## config.mk

```make
export PLATFORM = sky130hd
export DESIGN_NAME = csa_product_accumulator
export DESIGN_NICKNAME = d
export VERILOG_FILES = /design/src/rtl/csa_product_accumulator.sv
export SDC_FILE = /design/constraint.sdc
export NUM_CORES = 1
export LEC_CHECK = 0
export ABC_AREA = 1
export CAP_MARGIN = 10
export CORE_MARGIN = 2
export CORE_UTILIZATION = 54
export CTS_CLUSTER_SIZE = 25
export DETAILED_ROUTE_END_ITERATION = 8
export GPL_TIMING_DRIVEN = 1
export PLACE_DENSITY_LB_ADDON = 0.3
export SYNTH_ARGS = -nofsm -noshare
export SYNTH_HDL_FRONTEND = slang
export SYNTH_SLANG_ARGS = --single-unit
```

## constraint.sdc

```tcl
create_clock -name clk -period 3 [get_ports clk]
set_input_delay 0.3 -clock clk [delete_from_list [all_inputs] [get_ports clk]]
set_output_delay 0.3 -clock clk [all_outputs]
set_load 0.005 [all_outputs]
```

## src/rtl/csa_product_accumulator.sv

```systemverilog
// Product accumulator: sums bursts of 8-bit multiplier products into one result held on a valid/ready output.
// Define ACC_SAT_EN to saturate the accumulator with a sticky overflow flag; otherwise it wraps and out_ovf is 0.
module csa_product_accumulator #(
    parameter int unsigned ACC_W   = 16,
    parameter int unsigned MAX_LEN = 16
) (
    input  logic                           clk,
    input  logic                           rst_n,
    input  logic [7:0]                     in_prod,
    input  logic                           in_valid,
    input  logic                           in_last,
    output logic                           in_ready,
    output logic [ACC_W-1:0]               out_sum,
    output logic [$clog2(MAX_LEN+1)-1:0]   out_count,
    output logic                           out_ovf,
    output logic                           out_valid,
    input  logic                           out_ready
);

    localparam int unsigned CNT_W = $clog2(MAX_LEN + 1);

    typedef enum logic [1:0] {
        IDLE,
        ACCUM,
        HOLD
    } state_t;

    state_t             state_q;
    logic [ACC_W-1:0]   acc_q;
    logic [ACC_W-1:0]   acc_d;
    logic [CNT_W-1:0]   cnt_q;
    logic [CNT_W-1:0]   cnt_d;
    logic [ACC_W-1:0]   prod_ext;

    assign prod_ext = {{(ACC_W-8){1'b0}}, in_prod};
    assign cnt_d    = cnt_q + CNT_W'(1);

`ifdef ACC_SAT_EN
    logic [ACC_W:0]     sum_w;
    logic               ovf_q;
    logic               ovf_d;

    // Once saturated, further adds keep carrying out (or land exactly on max), so acc stays pinned.
    always_comb begin
        sum_w = {1'b0, acc_q} + {1'b0, prod_ext};
        acc_d = sum_w[ACC_W] ? '1 : sum_w[ACC_W-1:0];
        ovf_d = ovf_q | sum_w[ACC_W];
    end

    assign out_ovf = ovf_q;
`else
    always_comb begin
        acc_d = acc_q + prod_ext;
    end

    assign out_ovf = 1'b0;
`endif

    always_ff @(posedge clk or negedge rst_n) begin
        if (!rst_n) begin
            state_q <= IDLE;
            acc_q   <= '0;
            cnt_q   <= '0;
`ifdef ACC_SAT_EN
            ovf_q   <= 1'b0;
`endif
        end else begin
            case (state_q)
                IDLE: begin
                    if (in_valid) begin
                        acc_q   <= prod_ext;
                        cnt_q   <= CNT_W'(1);
`ifdef ACC_SAT_EN
                        ovf_q   <= 1'b0;
`endif
                        state_q <= in_last ? HOLD : ACCUM;
                    end
                end
                ACCUM: begin
                    if (in_valid) begin
                        acc_q <= acc_d;
                        cnt_q <= cnt_d;
`ifdef ACC_SAT_EN
                        ovf_q <= ovf_d;
`endif
                        if (in_last || (cnt_d == CNT_W'(MAX_LEN))) begin
                            state_q <= HOLD;
                        end
                    end
                end
                HOLD: begin
                    if (out_ready) begin
                        state_q <= IDLE;
                    end
                end
                default: state_q <= IDLE;
            endcase
        end
    end

    assign in_ready  = (state_q != HOLD);
    assign out_valid = (state_q == HOLD);
    assign out_sum   = acc_q;
    assign out_count = cnt_q;

endmodule

```

After elaboration in Yosys (flattened, before gate mapping)
Index checks and enable logic that the tools add are counted.
- register bits: 23
- input bits: 13
- output and inout bits: 24
- word-level logic and storage cells: 30
- add/subtract/negate cells: 2
- equality and inequality tests: 8
- muxes and demuxes: 12
- reductions and logical operators: 5
- operator list (kind ; count):
    16-bit two-way mux ; 2
    16-bit one-hot mux with 2 select lines ; 1
    16-bit by 8-bit adder with 16-bit output ; 1
    2-bit two-way mux ; 5
    5-bit two-way mux ; 2
    5-bit one-hot mux with 2 select lines ; 1
    2-bit != test (second input constant) ; 4
    2-bit one-hot mux with 3 select lines ; 1
    5-bit by 1-bit adder with 5-bit output (second input constant) ; 1
    5-bit equality test (second input constant) ; 1
    4-bit AND reduction ; 1
    3-bit AND reduction ; 1
    2-bit by 1-bit equality test with 1-bit output (second input constant) ; 1
    2-bit equality test (second input constant) ; 1
    2-bit logical NOT ; 1
    2-bit by 1-bit != test with 1-bit output (second input constant) ; 1
    2-bit nonzero test ; 1
    1-bit logical OR ; 1

Depth between registers and ports, before layout
Gate-level depths: netlist of run 1.
- depth after elaboration: 6
- gate-level depth with buffers: 11
- gate-level depth less buffers: 11

Least setup slack after synthesis of run 1
No wires, ideal clock.
- kind: register to register
- start: register acc_q[0], in the netlist out_sum[0]
- end: register acc_q[10], in the netlist out_sum[10]
- setup time: 77 ps
- data arrival time: 1611 ps
- required time: 2923 ps
- setup slack: 1312 ps
- cell stages (with the launch flop): 10
- period minus slack after synthesis: 1688 ps
- path through: dfrtp_1 ha_1 fa_1 nand3_1 nand2_1 nand2_1 nand3_2 nand2_1 nand2_1 a21oi_1
- cells in the longest elaborated chain, start to end: 3
- RTL lines (element ; line ; RTL):
    start, declared ; 29 ; logic [ACC_W-1:0] acc_q;
    start signal, assigned ; 71 ; acc_q <= prod_ext;
    16-bit by 8-bit adder with 16-bit output ; 53 ; acc_d = acc_q + prod_ext;
    16-bit two-way mux ; 80 ; if (in_valid) begin
    16-bit one-hot mux with 2 select lines ; 68 ; case (state_q)
No other way between the ends. The select of a mux whose other input is x is not followed.
A chain may end at the register's enable or synchronous reset.

Worst setup path in the final report of run 1
- start: register state_q[0]
- end: output in_ready
- cells in the longest elaborated chain, start to end: 1
- RTL lines (element ; line ; RTL):
    start, declared ; 28 ; state_t state_q;
    start signal, assigned ; 76 ; state_q <= in_last ? HOLD : ACCUM;
    2-bit != test ; 101 ; assign in_ready = (state_q != HOLD);
    end, declared ; 12 ; output logic in_ready,
No other way between the ends.

==> metrics.txt, run 1 <==
PnR worst setup slack about 1.1 ns; Lkg Pwr 0.967 nW; required time worst endpoint 2.70 ns; critical path type reg -> out; final setup vio count 0; leading cell types in the layout, fill and taps excluded nand2_1 (59), clkdlybuf4s50_1 (35), nor2_1 (27); #FFs+latches synth 23; commonest non-fill, non-tap cell in the layout nand2_1; Hold Buf Count CTS 0; Yosys top cell by area dfrtp_1; HP Class in -> async; Yosys top cell area share 0.363; sequential share of power 0.333; drt pass-1 iters 4; max-cap viol count 0; R2R setup slack between 1 and 1.5 ns; Internal slightly below 0.0009 W; vias per inst 5.33; Root Driver clkbuf_4; CP endpoint kind primary output; Die Width just under 60 um; Synthesized Nets approximately 250; Switching Share 0.446; CP max-delay cell dfrtp_1; R2R Path End out_sum[10]; worst reg2reg path startpoint out_sum[0]; global-route wire length before repair 6150 um; Final ANT Viol Nets 0; Die ar. 3380 um^2; cells after synthesis 224; status finished clean; Comb power frac 0.571; clock skew roughly 0.0057 ns; CTS Buf Count 3; Worst Reg2Reg Path Length in Cells 9; post-route setup TNS 0 ns; WL final roughly 3400 um; final worst path period need 1.88 ns; gr usage total 0.231; Final Max Slew Viols 0; RSZ-0062 raised after global routing no; core area roughly 2800 um^2; post-CTS setup buffers 0; # nets final ~290; crit-path max cell delay roughly 0.63 ns; DPL Wire Length around 2600 um; P per Cell Area between 700 and 800 nW/um^2; sequential area share after synthesis 0.363; n_diodes 0; clk sinks 23; count of buffers from port buffering 35; Initial Util 0.570; Worst-path clk slew ~0.14 ns; Cell Area, Synth roughly 1600 um^2; P_sw 0.000703 W; Final Hold Vio Count 0; cell family with most CP delay flip-flops; via count 1556; DRC Markers 0; post-place setup slack ~0.8 ns; CP startpoint state_q[0]; Die Height between 50 and 60 um; Final Util 0.716; Synth area leaders dfrtp_1 (36%), nand2_1 (14%), ha_1 (7.1%); Avg Synthesized Cell Area ~7.1 um^2; crit path DAT 1.58 ns; FMAX 0.532 GHz; CP cell instances nor2_4 > inv_2 > clkdlybuf4s50_1; Clock Power Share 0.096; wire length per cell approximately 12 um; Syn-to-layout area delta 25.7%; 1st-iter DRT viols 49; post-CTS sizing 0; Routability Congestion roughly 0.86; Syn. warnings 0; Peak VDD IR 0.577 mV; H-tree levels 1; CTS tree built; Period Utilization, post-route 0.627; row cnt 19; Top Ports 37; share of post-route cells with drive strength above 1 0.0690; initial antenna violation count 0; vias in the first global route between 1000 and 1500; Max clock buf depth 2; synth unique cells 27; Buf/Inv on CP 2; Max FO, Critical Path 10; Clk Latency, worst-skew pair around 0.32 ns; largest net degree at the start of global routing 24; Critical Path Start Type flip-flop; total grt overflow 0
worst max-delay path by stage:
stage / to / slack (ns) / cells after the start
floorplan: out_sum[10] / 1.31 / 9
global placement: out_sum[10] / 0.87 / 10
detailed placement: out_sum[14] / 0.80 / 10
CTS: in_ready / 1.12 / 3
global route: out_sum[12] / 0.98 / 10
finish: in_ready / 1.12 / 3
stage by stage:
| step | cells | cell area, um^2 | hold WS, ns | total power, W |
|---|---|---|---|---|
| final | 292 | 1990 | 0.309 | 0.00157 |
| after detailed placement | 288 | 1960 | 0.507 | 0.00142 |
| after global routing | 292 | 1990 | 0.339 | 0.00174 |
| after CTS | 292 | 1990 | 0.319 | 0.00158 |
| after global placement | 288 | 1960 | 0.497 | 0.00140 |
| after floorplan | 224 | 1580 | 0.00441 | 0.00109 |
synthesized netlist by cell type:
cell type and number:
nand2_1 59, nor2_1 27, dfrtp_1 23, inv_1 23, nand3_1 22, o21ai_0 13
a21oi_1 12, ha_1 9, inv_2 5, nand4_1 4, o21ai_1 3, xor2_1 3
buf_2 2, buf_4 2, nand3_2 2, nor2_2 2, nor2_4 2, nor3_1 2
a21boi_0 1, a22o_1 1, conb_1 1, fa_1 1, nand2_2 1, o211ai_1 1
o31ai_1 1, or2_1 1, xnor2_1 1
area by class of cell:
type                       instances  area, um^2
clock inverter                     1        5.00
multi-input combinational        169         878
timing repair buffer              37         365
inverter                          28         105
sequential                        23         576
tap                               31        38.8
fill                             233         791
clock buffer                       3        22.5
state kept, by name, summed over array words and instances (netlist names):
name,cells
out_count,5
out_sum,16
state_q,2
power groups by stage:
stage          sequential, W  combinational [W]  clock (W)
2_1_floorplan       0.000500           0.000585          0
3_3_place_gp        0.000526           0.000876          0
3_5_place_dp        0.000531           0.000892          0
4_1_cts             0.000525           0.000903   0.000153
5_1_grt             0.000540            0.00103   0.000168
6_report            0.000524           0.000899   0.000151
cells by family after synthesis:
| logic type | Yosys count | synth area share |
|---|---|---|
| and+or+nand+nor | 122 | 0.338 |
| buffers and inverters | 32 | 0.0821 |
| other | 1 | 0.00237 |
| xor gates and xnor gates | 4 | 0.0221 |
| adders and majority gates | 10 | 0.0837 |
| DFF | 23 | 0.363 |
| AOI/OAI and AO/OA | 32 | 0.108 |
routing by layer:
metal | wire, um | global-route usage
met1 | 1710 | 0.345
met2 | 1560 | 0.356
met3 | 141 | 0.0268
met4 | 30 | 0.0598
met5 | 0 | 0
Note: power is estimated with default switching activity, not from simulation.
==> run 2, diff against run 1 <==
- CORE_UTILIZATION: 54 -> 50
- clock period: 3 -> 1.9 ns (I/O delays scaled with it)
==> run 2 against run 1 <==
  * Global-route usage decreased by 0.29 points
  * Total power up 68%
  * Worst setup slack worse by 1.0 ns
  * Sequential cell count stayed put
  * Combinational power up 75%
  * Non-clock buffer count increased by 8
  * Hold slack got worse by 0.12 ns
  * Via count rose by 2.8%
  * Cell area grew 5.0%
  * Critical path type unchanged
  * Largest cell class unchanged
==> metrics.txt, run 2 (synthesis results as in run 1) <==
status finished clean; leading cell types in the layout, fill and taps excluded nand2_1 (56), clkdlybuf4s50_1 (35), nor2_1 (27); initial antenna violation count 0; drt pass-1 iters 4; Root Driver clkbuf_4; n_diodes 0; vias per inst between 5 and 6; WL final between 3000 and 4000 um; CP max-delay cell dfrtp_1; CTS Buf Count 3; final setup vio count 0; commonest non-fill, non-tap cell in the layout nand2_1; largest net degree at the start of global routing 24; total grt overflow 0; final worst path period need 1.78 ns; DRC Markers 0; # fillers 272; cell family with most CP delay flip-flops; Routability Congestion 0.870; Initial Util 0.523; P per Cell Area between 1000 and 1500 nW/um^2; 1st-iter DRT viols 81; clk sinks 23; R2R setup slack 0.12 ns; crit-path max cell delay ~0.64 ns; Peak VDD IR a little over 0.7 mV; share of post-route cells with drive strength above 1 0.115; Hold Buf Count CTS 0; Top Ports 37; non-filler cells, final ~310; post-CTS sizing 0; Syn-to-layout area delta 32.0%; max-cap viol count 0; clock skew around 0.0021 ns; Period Utilization, post-route 0.939; Power, Total 0.00264 W; core area slightly above 3000 um^2; Max clock buf depth 2; Critical Path Start Type flip-flop; required time worst endpoint 1.71 ns; FMAX ~0.56 GHz; gr usage total 0.228; Max FO, Critical Path 10; Die Height 60.3 um; HP Class in -> async; H-tree levels 1; max reg flops 16; Final Hold Vio Count 0; Final ANT Viol Nets 0; via count 1600; post-route setup TNS 0 ns; crit path DAT around 1.6 ns; Worst Reg2Reg Path Length in Cells 8; Buf/Inv on CP 2; count of buffers from port buffering 35; Post-Place Cells roughly 310; global-route wire length before repair 6070 um; DPL Wire Length approximately 2900 um; Die Width roughly 60 um; Die ar. between 3000 and 4000 um^2; critical path type reg -> out; row cnt 20; Clk Latency, worst-skew pair roughly 0.33 ns; worst reg2reg path startpoint out_sum[6]; Worst-path clk slew roughly 0.14 ns; vias in the first global route between 1000 and 1500; # nets final approximately 300; R2R Path End out_sum[11]; post-CTS setup buffers 0; CP endpoint kind primary output; wire length per cell approximately 12 um; Lkg Pwr roughly 1.0 nW; CTS tree built; Final Max Slew Viols 0; CP cell instances nor2_4 > inv_2 > clkdlybuf4s50_1
## run 2: cell types whose count changed in the layout (fill, tap and decap cells not counted), sizes merged
cell	previous run	this run
buf	2	10
## run 2: routing by layer
metal	global-route usage	part of all wire
met5	0	0
met3	0.0455	0.050
met4	0.0667	0.011
met1	0.299	0.46
met2	0.377	0.47
## run 2: per-stage QoR
stage          setup WS [ns]  area, um^2  utilization  hold slack, ns
2_1_floorplan          0.212        1580            -          -0.106
3_5_place_dp          -0.170        2040        0.674           0.502
4_1_cts               0.0180        2070        0.683           0.202
3_3_place_gp         -0.0856        2040        0.674           0.494
6_report               0.116        2090        0.690           0.192
5_1_grt             -0.00118        2090        0.690           0.208
## run 2: area by class of cell
| type | count | area (um^2) | share of cell area |
|---|---|---|---|
| inverters | 28 | 105 | 0.0503 |
| well taps | 44 | 55.1 | 0.0263 |
| repair buffers | 45 | 425 | 0.203 |
| multi-input cells | 169 | 902 | 0.431 |
| clock buffers | 3 | 22.5 | 0.0108 |
| clock inverters | 1 | 5.00 | 0.00239 |
| flip-flops and latches | 23 | 576 | 0.275 |
## run 2: how the worst max path moves through the flow
stage                     cells past startpoint           to  slack (ns)       start
final                                         3     in_ready        0.12  state_q[0]
after global routing                          9  out_sum[15]      -0.001  out_sum[6]
after CTS                                     8  out_sum[12]        0.02  out_sum[0]
after detailed placement                      9  out_sum[12]       -0.17  in_prod[0]
after global placement                       10  out_sum[10]       -0.09  in_prod[0]
after floorplan                               9  out_sum[10]        0.21  out_sum[0]
## run 2: power by group
part / switching [W] / internal, W / total, W
combinational: 0.000813 / 0.000753 / 0.00157
clock: 0.000168 / 0.0000792 / 0.000247
sequential: 0.000196 / 0.000635 / 0.000832
